==> config.mk <==
export PLATFORM = sky130hd
export DESIGN_NAME = dm_access_ctrl
export DESIGN_NICKNAME = d
export VERILOG_FILES = /design/src/rtl/dm_access_ctrl.sv
export SDC_FILE = /design/constraint.sdc
export NUM_CORES = 1
export LEC_CHECK = 0
export CAP_MARGIN = 10
export CELL_PAD_IN_SITES_DETAIL_PLACEMENT = 0
export CELL_PAD_IN_SITES_GLOBAL_PLACEMENT = 1
export CORE_MARGIN = 5
export CORE_UTILIZATION = 34
export CTS_CLUSTER_DIAMETER = 30
export DETAILED_ROUTE_END_ITERATION = 8
export GPL_ROUTABILITY_DRIVEN = 0
export PLACE_DENSITY_LB_ADDON = 0.2
export SYNTH_ARGS = -nofsm -noshare
export SYNTH_HDL_FRONTEND = slang
export SYNTH_SLANG_ARGS = --single-unit
export TNS_END_PERCENT = 100
==> constraint.sdc <==
create_clock -name clk -period 2.5 [get_ports clk]
set_input_delay 0.5 -clock clk [delete_from_list [all_inputs] [get_ports clk]]
set_output_delay 0.5 -clock clk [all_outputs]
set_load 0.01 [all_outputs]
==> src/rtl/dm_access_ctrl.sv <==
// Load/store access controller between the CPU memory stage and a word-wide
// data memory (2**DM_AW x 32). Byte and halfword stores are done as
// read-modify-write. Loads are sign- or zero-extended. Misaligned, illegal-size
// and out-of-range accesses finish with err and never write memory.
//
// Ports:
//   clk, rst        clock, synchronous active-high reset
//   req, we, size   request, 1 = store, 00 byte / 01 half / 10 word / 11 illegal
//   sext, addr      load sign-extend select, byte address
//   wdata           store data (sub-word data taken from its low bits)
//   rdata           registered load result, held until the next load completes
//   done, err       one-cycle completion pulse; err qualifies done
//   busy            high whenever the controller is not idle
//   dm_addr, dm_din word address and write data to memory
//   dm_memwr        memory write enable (memory commits on posedge)
//   dm_dout         combinational memory read data for dm_addr
module dm_access_ctrl #(
  parameter int unsigned DM_AW       = 10,
  parameter int unsigned RANGE_CHECK = 1
) (
  input  logic             clk,
  input  logic             rst,
  input  logic             req,
  input  logic             we,
  input  logic [1:0]       size,
  input  logic             sext,
  input  logic [31:0]      addr,
  input  logic [31:0]      wdata,
  output logic [31:0]      rdata,
  output logic             done,
  output logic             err,
  output logic             busy,
  output logic [DM_AW-1:0] dm_addr,
  output logic [31:0]      dm_din,
  output logic             dm_memwr,
  input  logic [31:0]      dm_dout
);

  typedef enum logic [2:0] {StIdle, StRd, StWr, StDone, StErr} state_e;

  state_e      state_q;
  logic        we_q;
  logic        sext_q;
  logic [1:0]  size_q;
  logic [1:0]  lane_q;
  logic [31:0] wdata_q;
  logic        memwr_q;

  // Request classification, evaluated on the live inputs in the capture cycle.
  logic range_bad;
  logic req_err;
  logic word_store;

  assign range_bad  = (RANGE_CHECK != 0) && (addr[31:DM_AW+2] != '0);
  assign req_err    = (size == 2'b11) ||
                      ((size == 2'b01) && addr[0]) ||
                      ((size == 2'b10) && (addr[1:0] != 2'b00)) ||
                      range_bad;
  assign word_store = we && (size == 2'b10);

  // Lane extraction for loads and lane merge for sub-word stores.
  logic [4:0]  shamt;
  logic [15:0] lane_data;
  logic [31:0] lane_mask;
  logic [31:0] load_val;
  logic [31:0] merge_word;

  always_comb begin
    shamt     = {lane_q, 3'b000};
    lane_data = 16'(dm_dout >> shamt);
    load_val  = dm_dout;
    lane_mask = 32'hFFFF_FFFF;
    case (size_q)
      2'b00: begin
        load_val  = {{24{sext_q & lane_data[7]}}, lane_data[7:0]};
        lane_mask = 32'h0000_00FF;
      end
      2'b01: begin
        load_val  = {{16{sext_q & lane_data[15]}}, lane_data[15:0]};
        lane_mask = 32'h0000_FFFF;
      end
      default: ;
    endcase
    merge_word = (dm_dout & ~(lane_mask << shamt)) | ((wdata_q & lane_mask) << shamt);
  end

  // Gate with rst so a write in flight cannot commit on the reset edge.
  assign dm_memwr = memwr_q & ~rst;

  always_ff @(posedge clk) begin
    if (rst) begin
      state_q <= StIdle;
      we_q    <= 1'b0;
      sext_q  <= 1'b0;
      size_q  <= 2'b00;
      lane_q  <= 2'b00;
      wdata_q <= '0;
      memwr_q <= 1'b0;
      rdata   <= '0;
      done    <= 1'b0;
      err     <= 1'b0;
      busy    <= 1'b0;
      dm_addr <= '0;
      dm_din  <= '0;
    end else begin
      done    <= 1'b0;
      err     <= 1'b0;
      memwr_q <= 1'b0;
      unique case (state_q)
        StIdle: begin
          if (req) begin
            we_q    <= we;
            sext_q  <= sext;
            size_q  <= size;
            lane_q  <= addr[1:0];
            wdata_q <= wdata;
            busy    <= 1'b1;
            if (req_err) begin
              state_q <= StErr;
              done    <= 1'b1;
              err     <= 1'b1;
            end else begin
              dm_addr <= addr[DM_AW+1:2];
              if (word_store) begin
                state_q <= StWr;
                dm_din  <= wdata;
                memwr_q <= 1'b1;
              end else begin
                state_q <= StRd;
              end
            end
          end
        end
        StRd: begin
          if (we_q) begin
            // Old word is merged here so WR only has to drive the write.
            state_q <= StWr;
            dm_din  <= merge_word;
            memwr_q <= 1'b1;
          end else begin
            state_q <= StDone;
            rdata   <= load_val;
            done    <= 1'b1;
          end
        end
        StWr: begin
          state_q <= StDone;
          done    <= 1'b1;
        end
        StDone, StErr: begin
          state_q <= StIdle;
          busy    <= 1'b0;
        end
        default: begin
          state_q <= StIdle;
          busy    <= 1'b0;
        end
      endcase
    end
  end

endmodule

==> results.yml <==
run_status:
  status: "complete, no violations"
setup_path:
  r2r-start: "size_q[1]$_SDFFE_PP0P_"
  rr_worst_depth: 5
  reg2reg_to: "dm_din[23]$_SDFFE_PP0P_"
  worst_ep_required_time_ps: 2840
  critPathMaxFanout: 14
  arrival_ps: 2590
  ff2ff_setup_slack_ps: 250
  start_kind: "flop"
  crit_type: "reg2reg"
  endpoint_kind: "flop"
placement:
  place_inst: 1115
  hpwl_um: 16700
  numPortBuffers: 180
  pre_cts_slack_ps: 27.7
routing:
  vias_per_cell: 5.41
  routedWlPerCell_um: 19.3
  num_vias: 6206
  drtIter0Drc: 518
  antenna_left: 0
  drc_errors: 0
  dr.pass1.iters: 5
  finalWirelength_um: 22100
synth:
  netlist_instances: 751
  avgSynthCellArea_um2: 8.06
  synth_edf_count: 0
  ys_types: 45
  synth_seq_cells: 119
  yosysSeqAreaShare_pct: 39.4
  yosys_warnings: 0
  async_flop_share_pct: 0
  synth_ff_type: "dfxtp_1"
  synth_nets: 854
  syn_area_mm2: 0.00605
hold_path:
  min_from: "rdata[0]$_SDFFE_PP0P_"
  holdPathEnd: "rdata[0]$_SDFFE_PP0P_"
  hold_class: "reg2reg"
  min_path_cells: 2
clocking:
  cts_setup_buffers: 0
  clock_latency_ps: 410
  cts_buffers: 17
  clock-sinks: 119
  cts_tree: "yes"
  clk_pin_slew_ps: 50
  ctsLongestPathBuffers: 2
  postCtsHoldBufs: 0
  root_buffer: "clkbuf_16"
  cts_resized: 0
  htree_levels: 4
floorplan:
  io_pins: 181
  fp-row-count: 48
  core_mm2: 0.0174
  dieArea_mm2: 0.0206
  die_w_um: 143
  dieHeight_um: 143
  start_util_pct: 34.9
grt:
  grt_util_all_layers_pct: 21.1
  met2_usage_pct: 34.3
  antenna_found_initial: 0
  grt_pass1_wl_um: 33800
  grt_util_met1_pct: 28.0
  grt-ovfl-total: 0
  grt_pass1_vias: 6132
  globalRouteMet3Util_pct: 4.83
  grt_max_degree: 108
  grt_most_used_layer: "met2"
power:
  p_leak_nw: 3.16
  swShare_pct: 24.6
  ir_drop_uv: 477
  pwr_density_cell_mw_per_mm2: 598
  clock_power_share_pct: 49.6
  p_seq_share_pct: 38.4
  p_int_mw: 3.91
  combPwrFrac_pct: 12.0
  p_switching_mw: 1.28
final_layout:
  n_fill_cell: 1599
  layout-drive-gt1-share_pct: 7.81
  num_antenna_cells: 0
  nets: 1012
  stdcell_count: 1147
  syn2layout_area_growth_pct: 43.4
sta:
  setup_viol_count_final: 0
  relSlewSlack_pct: 56.7
  rsz0062_at_grt: "false"
  finalSetupTns_ps: 0
  final.setup.worst_slack_ps: 248
  min_period_over_period_pct: 90.1
  fmax_mhz: 444
  worstMarginPinSlew_ps: 646
  finClkSkew_ps: 4.86
  finalHoldViolations: 0
  period_needed_ps: 2250
  slew_viol_final: 0
job:
  cap_violations: 0
flip-flops by register name (all words and copies together) (netlist names):
name	count
done	1
we_q	1
size_q	2
wdata_q	32
rdata	32
state_q	3
err	1
sext_q	1
busy	1
memwr_q	1
dm_din	32
lane_q	2
dm_addr	10
metal layers:
layer	wire length [µm]	vias up
li1	-	2986
met1	9790	2955
met2	10400	237
met3	1640	28
met4	350	0
met5	0	-
logic make-up after synthesis:
group | Yosys count | synth area share (%)
and+or+nand+nor | 308 | 22.5
AOI/OAI and AO/OA | 202 | 23.3
DFF | 119 | 39.4
buffers and inverters | 67 | 5.17
muxes | 55 | 9.65
layout by cell type (no fill, tap or decap), types with 7 or more instances in the layout:
| master | n |
|---|---|
| a311o_1 | 16 |
| o2bb2ai_1 | 7 |
| nand2b_1 | 30 |
| a21oi_1 | 69 |
| dfxtp_1 | 118 |
| o21ai_0 | 25 |
| nor3_1 | 13 |
| a211o_1 | 8 |
| mux2i_1 | 46 |
| o221ai_1 | 7 |
| buf_4 | 19 |
| a221oi_1 | 24 |
| nor2b_1 | 17 |
| clkdlybuf4s50_1 | 179 |
| a22oi_1 | 7 |
| clkbuf_16 | 17 |
| nand2_1 | 137 |
| a211oi_1 | 25 |
| nor2_1 | 91 |
worst max-delay path by stage:
stage | startpoint | end | cells past startpoint
2_1_floorplan | addr[25] | dm_din[10]$_SDFFE_PP0P_ | 6
3_3_place_gp | addr[13] | dm_addr[7]$_SDFFE_PP0P_ | 7
3_5_place_dp | addr[13] | dm_addr[8]$_SDFFE_PP0P_ | 7
4_1_cts | size_q[1]$_SDFFE_PP0P_ | dm_din[23]$_SDFFE_PP0P_ | 5
5_1_grt | size_q[1]$_SDFFE_PP0P_ | dm_din[22]$_SDFFE_PP0P_ | 5
6_report | size_q[1]$_SDFFE_PP0P_ | dm_din[23]$_SDFFE_PP0P_ | 5
cell usage after synthesis (all sizes together) (2+ instances only):
cell | instances | area share (%)
a211o | 8 | 1.2
a211oi | 25 | 3.1
a21o | 2 | 0.25
a21oi | 69 | 5.7
a221oi | 24 | 3.5
a22oi | 8 | 1.1
a311o | 16 | 2.6
a31oi | 2 | 0.56
and2 | 3 | 0.31
buf | 28 | 2.7
clkbuf | 35 | 2.2
dfxtp | 119 | 39
inv | 4 | 0.25
mux2 | 9 | 2.0
mux2i | 46 | 7.6
nand2 | 137 | 8.5
nand2b | 30 | 3.1
nand3 | 2 | 0.17
nor2 | 92 | 5.7
nor2b | 17 | 1.8
nor3 | 16 | 1.8
nor4 | 7 | 0.72
o21a | 3 | 0.37
o21ai | 25 | 2.1
o221ai | 7 | 1.0
o22ai | 2 | 0.21
o2bb2ai | 7 | 1.0
or3 | 2 | 0.21
area by class of cell:
| class | count | area (µm²) | share of cell area, % |
|---|---|---|---|
| Clock buffer | 19 | 443 | 5.10 |
| Multi-Input combinational cell | 565 | 3360 | 38.7 |
| Clock inverter | 13 | 179 | 2.06 |
| Inverter | 4 | 15.0 | 0.173 |
| Sequential cell | 119 | 2380 | 27.5 |
| Tap cell | 225 | 282 | 3.24 |
| Timing Repair Buffer | 202 | 2010 | 23.2 |
worst max-delay path, stage by stage (launching register included):
cell and delay (ps):
dfxtp_1 640, inv_1 260, nor3_2 550, a221oi_1 170
a311o_1 420, mux2i_1 130
through the flow:
| step | hold slack (ps) | util, % | power (mW) | area, µm² |
|---|---|---|---|---|
| floorplan | 436 | - | 2.31 | 6050 |
| CTS | 455 | 50.0 | 5.22 | 8680 |
| global placement | 442 | 46.4 | 2.63 | 8060 |
| detailed placement | 447 | 46.4 | 2.64 | 8060 |
| finish | 452 | 50.0 | 5.19 | 8680 |
| global route | 477 | 50.0 | 5.37 | 8680 |
power groups by stage:
stage	clock, mW	sequential (mW)	combinational (mW)
after floorplan	0	2.00	0.311
after global placement	0	2.03	0.608
after detailed placement	0	2.03	0.614
after CTS	2.62	1.99	0.619
after global routing	2.70	1.99	0.674
final	2.58	1.99	0.623
Power figures use the tool's default switching activity.
